File: src/rtl/mem_arbiter.sv
// Two-master arbiter in front of a single-port pipelined RAM. m0 is the execute-stage
// load/store port, m1 the debug/loader port, which can lock the RAM for bursts.
module mem_arbiter #(
  parameter int DW       = 32,
  parameter int AW       = 32,
  parameter int LOCK_MAX = 8
) (
  input  logic          clk,
  input  logic          rst,
  input  logic          m0_req,
  input  logic          m0_we,
  input  logic [3:0]    m0_sel,
  input  logic [AW-1:0] m0_addr,
  input  logic [DW-1:0] m0_wdata,
  output logic          m0_gnt,
  output logic          m0_rvalid,
  output logic [DW-1:0] m0_rdata,
  input  logic          m1_req,
  input  logic          m1_we,
  input  logic [3:0]    m1_sel,
  input  logic [AW-1:0] m1_addr,
  input  logic [DW-1:0] m1_wdata,
  input  logic          m1_lock,
  output logic          m1_gnt,
  output logic          m1_rvalid,
  output logic [DW-1:0] m1_rdata,
  output logic          ram_we,
  output logic [3:0]    ram_sel,
  output logic [AW-1:0] ram_addr,
  output logic [DW-1:0] ram_wdata,
  input  logic [DW-1:0] ram_rdata,
  output logic          stall_req
);
  localparam int CW = $clog2(LOCK_MAX + 1);

  typedef enum logic {IDLE, LOCKED} state_t;

  state_t        state, state_nx;
  logic [CW-1:0] lock_cnt, cnt_nx;
  logic          last_q;   // 1: m1 was granted most recently
  logic          pend0, pend1;
  logic          lock_hold;

  // The lock only holds while m1 keeps asking for it and the burst budget remains;
  // otherwise this cycle already arbitrates as if IDLE.
  assign lock_hold = (state == LOCKED) && m1_req && m1_lock && (lock_cnt != CW'(LOCK_MAX));

  always_comb begin
    m0_gnt = 1'b0;
    m1_gnt = 1'b0;
    if (!rst) begin
      if (m0_req && m1_req) begin
        if (lock_hold || !last_q) m1_gnt = 1'b1;
        else                      m0_gnt = 1'b1;
      end else begin
        m0_gnt = m0_req;
        m1_gnt = m1_req;
      end
    end
  end

  assign ram_we    = (m0_gnt & m0_we) | (m1_gnt & m1_we);
  assign ram_sel   = ({4{m0_gnt}} & m0_sel) | ({4{m1_gnt}} & m1_sel);
  assign ram_addr  = ({AW{m0_gnt}} & m0_addr) | ({AW{m1_gnt}} & m1_addr);
  assign ram_wdata = ({DW{m0_gnt}} & m0_wdata) | ({DW{m1_gnt}} & m1_wdata);

  assign m0_rvalid = pend0;
  assign m1_rvalid = pend1;
  assign m0_rdata  = pend0 ? ram_rdata : '0;
  assign m1_rdata  = pend1 ? ram_rdata : '0;

  // Stall while m0 waits, and during the grant cycle of an m0 load (data arrives next cycle).
  assign stall_req = (m0_req & ~m0_gnt & ~rst) | (m0_gnt & ~m0_we);

  // The grant that enters LOCKED counts toward the burst budget.
  always_comb begin
    state_nx = state;
    cnt_nx   = lock_cnt;
    case (state)
      IDLE: begin
        if (m1_gnt && m1_lock) begin
          state_nx = LOCKED;
          cnt_nx   = CW'(1);
        end
      end
      LOCKED: begin
        if (lock_hold) begin
          if (m1_gnt && lock_cnt != CW'(LOCK_MAX)) cnt_nx = lock_cnt + CW'(1);
        end else begin
          state_nx = IDLE;
          cnt_nx   = '0;
        end
      end
      default: begin
        state_nx = IDLE;
        cnt_nx   = '0;
      end
    endcase
  end

  always_ff @(posedge clk or posedge rst) begin
    if (rst) begin
      state    <= IDLE;
      lock_cnt <= '0;
      last_q   <= 1'b1;
      pend0    <= 1'b0;
      pend1    <= 1'b0;
    end else begin
      state    <= state_nx;
      lock_cnt <= cnt_nx;
      if (m0_gnt || m1_gnt) last_q <= m1_gnt;
      pend0    <= m0_gnt & ~m0_we;
      pend1    <= m1_gnt & ~m1_we;
    end
  end
endmodule

File: config.mk
export PLATFORM = sky130hd
export DESIGN_NAME = mem_arbiter
export DESIGN_NICKNAME = d
export VERILOG_FILES = /design/src/rtl/mem_arbiter.sv
export SDC_FILE = /design/constraint.sdc
export NUM_CORES = 1
export LEC_CHECK = 0
export BUFFER_PORTS_ARGS = -buffer_cell sky130_fd_sc_hd__buf_2
export CAP_MARGIN = 20
export CORE_AREA = 2 2 123 125
export CTS_BUF_LIST = sky130_fd_sc_hd__clkbuf_2
export DETAILED_ROUTE_END_ITERATION = 6
export DIE_AREA = 0 0 125 127
export PLACE_DENSITY_LB_ADDON = 0.05
export SLEW_MARGIN = 10
export SYNTH_ARGS = -nofsm -noshare
export SYNTH_HDL_FRONTEND = slang
export SYNTH_SLANG_ARGS = --single-unit
File: constraint.sdc
create_clock -name clk -period 2.05 [get_ports clk]
set_clock_uncertainty 0.05 [all_clocks]
set_input_delay 0.1025 -clock clk [delete_from_list [all_inputs] [get_ports clk]]
set_output_delay 0.1025 -clock clk [all_outputs]
set_load 0.03 [all_outputs]
== Word-level counts from Yosys, hierarchy flattened ==
Cells that the tools add are included.

* Register bits after elaboration: 8
* Output and inout bits: 138

* Reduce and logical (&&, ||, !) cells: 10
* Equal/unequal tests: 3
* Bitwise logic cells: 22
* Add/sub/neg operators: 1
* Muxes and demuxes: 15

{| class="wikitable"
|+ Operators by type and width
! operator !! count
|-
| $and 32x32->32 || 4
|-
| $mux 32 || 2
|-
| $or 32x32->32 || 2
|-
| $mux 4 || 3
|-
| $and 4x4->4 || 2
|-
| $mux 1 || 8
|-
| $pmux 4 s2 || 1
|-
| $and 1x1->1 || 6
|-
| $logic_and 1x1->1 || 6
|-
| $not 1->1 || 5
|-
| $add 4x1->4 const B || 1
|-
| $ne 4x4->1 const B || 1
|-
| $or 4x4->4 || 1
|-
| $ne 3x2->1 const B || 1
|-
| $logic_or 1x1->1 || 2
|-
| $ne 2x2->1 const B || 1
|-
| $or 1x1->1 || 2
|-
| $pmux 1 s2 || 1
|-
| $reduce_and 2->1 || 1
|-
| $logic_not 1->1 || 1
|}

== Depth between registers and ports, before layout ==
* Depth in word-level cells: 11
* Mapped depth: 8

== Worst setup path after synthesis ==
OpenSTA, ideal clock, no wires.

* Path type: register to output
* From: reg lock_cnt[0]
* To: out ram_wdata[23]
* Arrival time: 1.700 ns
* Cell stages (with the launch flop): 9
* Buffers on the path: 2
* Path slack: 0.197 ns
* Path through: dfrtp_1 inv_1 ha_1 nand3b_4 and3_4 o21a_1 buf_6 buf_6 a22o_1

* Word-level cells in the longest chain between the ends: 8
* Elaborated cells on any way between the ends: 12
* Those cells by class: 1 x eq/ne; 6 x mux; 3 x bitwise; 2 x reduce/logical

{| class="wikitable"
|+ RTL lines
! what !! line !! text
|-
| start, declared || 39 || <nowiki>logic [CW-1:0] lock_cnt, cnt_nx;</nowiki>
|-
| start signal, assigned || 110 || <nowiki>lock_cnt <= cnt_nx;</nowiki>
|-
| $ne 4x4->1 || 46 || <nowiki>assign lock_hold = (state == LOCKED) && m1_req && m1_lock && (lock_cnt != CW'(LOCK_MAX));</nowiki>
|-
| $logic_and 1x1->1 || 46 ||
|-
| $logic_or 1x1->1 || 53 || <nowiki>if (lock_hold || !last_q) m1_gnt = 1'b1;</nowiki>
|-
| $mux 1 || 53 ||
|-
| $mux 1 || 52 || <nowiki>if (m0_req && m1_req) begin</nowiki>
|-
| $mux 1 || 51 || <nowiki>if (!rst) begin</nowiki>
|-
| via m1_gnt || 24 || <nowiki>output logic m1_gnt,</nowiki>
|-
| $and 32x32->32 || 65 || <nowiki>assign ram_wdata = ({DW{m0_gnt}} & m0_wdata) | ({DW{m1_gnt}} & m1_wdata);</nowiki>
|-
| $or 32x32->32 || 65 ||
|-
| end, declared || 30 || <nowiki>output logic [DW-1:0] ram_wdata,</nowiki>
|}

The timed path passes the listed nets, and every way through them passes these cells.

== Final worst setup path ==
* From: reg lock_cnt[0]
* To: out ram_we

* Word-level cells in the longest chain between the ends: 8
* Elaborated cells on any way between the ends: 12
* Those cells by class: 1 x eq/ne; 6 x mux; 3 x bitwise; 2 x reduce/logical

{| class="wikitable"
|+ RTL lines
! what !! line !! text
|-
| $ne 4x4->1 (*) || 46 ||
|-
| $logic_and 1x1->1 (*) || 46 ||
|-
| $logic_or 1x1->1 (*) || 53 ||
|-
| $mux 1 || 53 ||
|-
| $mux 1 || 52 ||
|-
| $mux 1 || 51 ||
|-
| $and 1x1->1 || 62 || <nowiki>assign ram_we = (m0_gnt & m0_we) | (m1_gnt & m1_we);</nowiki>
|-
| $or 1x1->1 (*) || 62 ||
|-
| end, declared || 27 || <nowiki>output logic ram_we,</nowiki>
|}

Mark *: on every way between the ends. The rest lies on a longest branch, timed or not.

==> flow_summary.json <==
{
  "final_common_cell": "buf_2",
  "numCtsBuffers": 3,
  "grt_max_degree": 37,
  "layout.cells.non_filler": 713,
  "cts_root_buf": "clkbuf_2",
  "grt_pass1_vias": 2755,
  "dieHeight_um": 127,
  "wl_per_cell_um": 16.9,
  "fp-row-count": 44,
  "grt_overflow": 0,
  "dpl.hpwl_um": 8470,
  "cts_max_level": 1,
  "viasPerCell": 4.09,
  "final.setup.worst_slack_ns": -0.120,
  "ys.warnings.count": 0,
  "ys_seq_area_frac": 0.124,
  "synth_cell_types": 30,
  "num_io_pins": 313,
  "slew_headroom": 0.711,
  "clock.fmax_ghz": 0.461,
  "crit_fanout": 8,
  "hold_path.class": "input pin to flop",
  "cp-start-kind": "flop",
  "drt.antenna.violating_nets": 0,
  "die_w_um": 125,
  "finalWeightedCongestion": 0.798,
  "coreArea_sq_mm": 0.0144,
  "max_cap_viol_count": 0,
  "fin_hold_ws_ns": 0.0232,
  "grt_pass1_wl_um": 15100,
  "design_area_sq_mm": 0.00420,
  "slew_violations": 0,
  "status": "finished, violations left",
  "first_pass_iters": 4,
  "rsz0062_at_grt": "true",
  "p_leak_uw": 0.00241,
  "layout_common_cells": "buf_2 (242), buf_6 (78), a22o_1 (70), and2_1 (64), buf_4 (13)",
  "end_kind": "primary output",
  "area_delta_synth_final_pct": 158,
  "place_area_sq_mm": 0.00337,
  "wirelength_um": 12000,
  "synth_seq_cells": 8,
  "met3_usage": 0.0419,
  "multi_input_area_sq_mm": 0.00129,
  "fillers": 1616,
  "synth.avg_cell_area_sq_um": 8.09,
  "violations": "negative setup slack",
  "grt_use_met2": 0.250,
  "use_met1": 0.111,
  "clkLatencyLatePin_ns": 0.24,
  "start_util": 0.113,
  "period_share": 1.06,
  "globalRouteTotalUtil": 0.119,
  "cts_sinks": 8,
  "p_per_area_mw_per_mm2": 376,
  "clock_path_buffers": 2,
  "top_usage_layer": "met2",
  "worst_pin_slew_ns": 0.430,
  "netlist_instances": 201,
  "crit_type": "flop to primary output",
  "antenna_found_initial": 3,
  "hold_viol_final": 0,
  "numPortBuffers": 312,
  "drive_gt1_frac": 0.676,
  "dp_cells": 683,
  "final_util": 0.291,
  "finalSetupViolCount": 69,
  "num_vias": 2916,
  "clk_pin_slew_ns": 0.09,
  "ir_drop_uv": 138,
  "die_area_sq_mm": 0.0159,
  "drc": 0,
  "synth_area_sq_mm": 0.00163,
  "syn-num-nets": 378,
  "seq_area_sq_um": 201,
  "arrival_ns": 2.02,
  "first_iter_violations": 28,
  "cts_tree": "yes",
  "period_minus_slack_ns": 2.17,
  "nNetsFinal": 706,
  "cp.required_ns": 1.90,
  "dp_slack_ns": 0.0570
}
## kinds of logic (layout without fill, tap and decap cells)
logic type	after synthesis	after routing	share of synthesized area
flip-flops	8	8	0.124
multiplexers	1	1	0.00692
adder cells (fa/ha/maj)	2	2	0.0154
buffers and inverters	26	353	0.105
other	0	1	0
AO/OA/AOI/OAI	82	82	0.427
AND/OR/NAND/NOR	82	82	0.322
## where the power goes
part           internal (uW)  total, uW  switching [uW]
Sequential               176        188            12.4
Clock                   51.9        113            61.2
Combinational            603       1280             673
## Yosys cell counts, drive strengths merged
master  number  area share
a211o        1      0.0054
a21boi       1      0.0046
a21o         1      0.0046
a21oi        3      0.0092
a22o        70        0.38
a22oi        1      0.0046
a32o         1      0.0062
and2        64        0.25
and3         2       0.011
buf         16       0.082
clkbuf       6       0.014
dfrtp        7        0.11
dfstp        1       0.016
ha           2       0.015
inv          4      0.0092
mux2         1      0.0069
nand2        4      0.0092
nand3        2      0.0062
nand3b       1       0.012
nand4        1      0.0038
nor2b        4       0.015
nor3b        2      0.0092
nor4b        1      0.0054
o211ai       1      0.0046
o21a         1      0.0046
o21ai        2      0.0062
or3          1      0.0038
## registers in the layout, indices dropped and copies added (netlist names)
name,flops
lock_cnt,4
last_q,1
m0_rvalid,1
m1_rvalid,1
state,1
## metrics by stage
step / setup TNS, ns / power [uW]
after global placement: 0 / 1160
final: -5.34 / 1580
after global routing: -11.97 / 1670
after CTS: -8.73 / 1490
after detailed placement: 0 / 1160
after floorplan: 0 / 786
## area by class of cell
type,count,share of cell area
timing repair buffer,345,0.582
tap,184,0.0548
antenna,1,0.000596
clock buffer,4,0.00477
multi-input combinational,167,0.306
inverter,4,0.00357
sequential,8,0.0480
## worst max-delay path: stages (launching register included)
cell and delay [ns]:
dfrtp_1 0.40, inv_2 0.09, ha_4 0.14, nand3b_4 0.08, and3_4 0.17, o21a_4 0.24, buf_6 0.14, clkbuf_16 0.15
a22o_1 0.22, buf_6 0.14
## routing by layer
layer | vias up | wire, um
li1 | 1412 | -
met1 | 1313 | 3900
met2 | 181 | 6810
met3 | 8 | 1190
met4 | 2 | 120
met5 | - | 19
## timing repair
item | 4_1_cts | 5_1_grt
endpoints found under the hold margin | 7 | 0
pin swaps | 2 | 68
cloned | 2 | 9
setup endpoints to repair | 71 | 70
hold buffers | 1 | 0
resized for setup | 144 | 14
setup buffers | 4 | 10
## final timing paths
check | cells after the start | startpoint | to | slack, ns
setup / recovery | 9 | lock_cnt[0] | ram_we | -0.12
hold / removal | 2 | m1_we | m1_rvalid | 0.02
setup reg to reg | 9 | lock_cnt[0] | m1_rvalid | 0.24
hold reg to reg | 1 | lock_cnt[2] | lock_cnt[2] | 0.54
max in group asynchronous | 4 | rst | last_q | 1.33
min in group asynchronous | 4 | rst | lock_cnt[3] | 0.40
No activity file was read; power rests on OpenSTA's default activity.
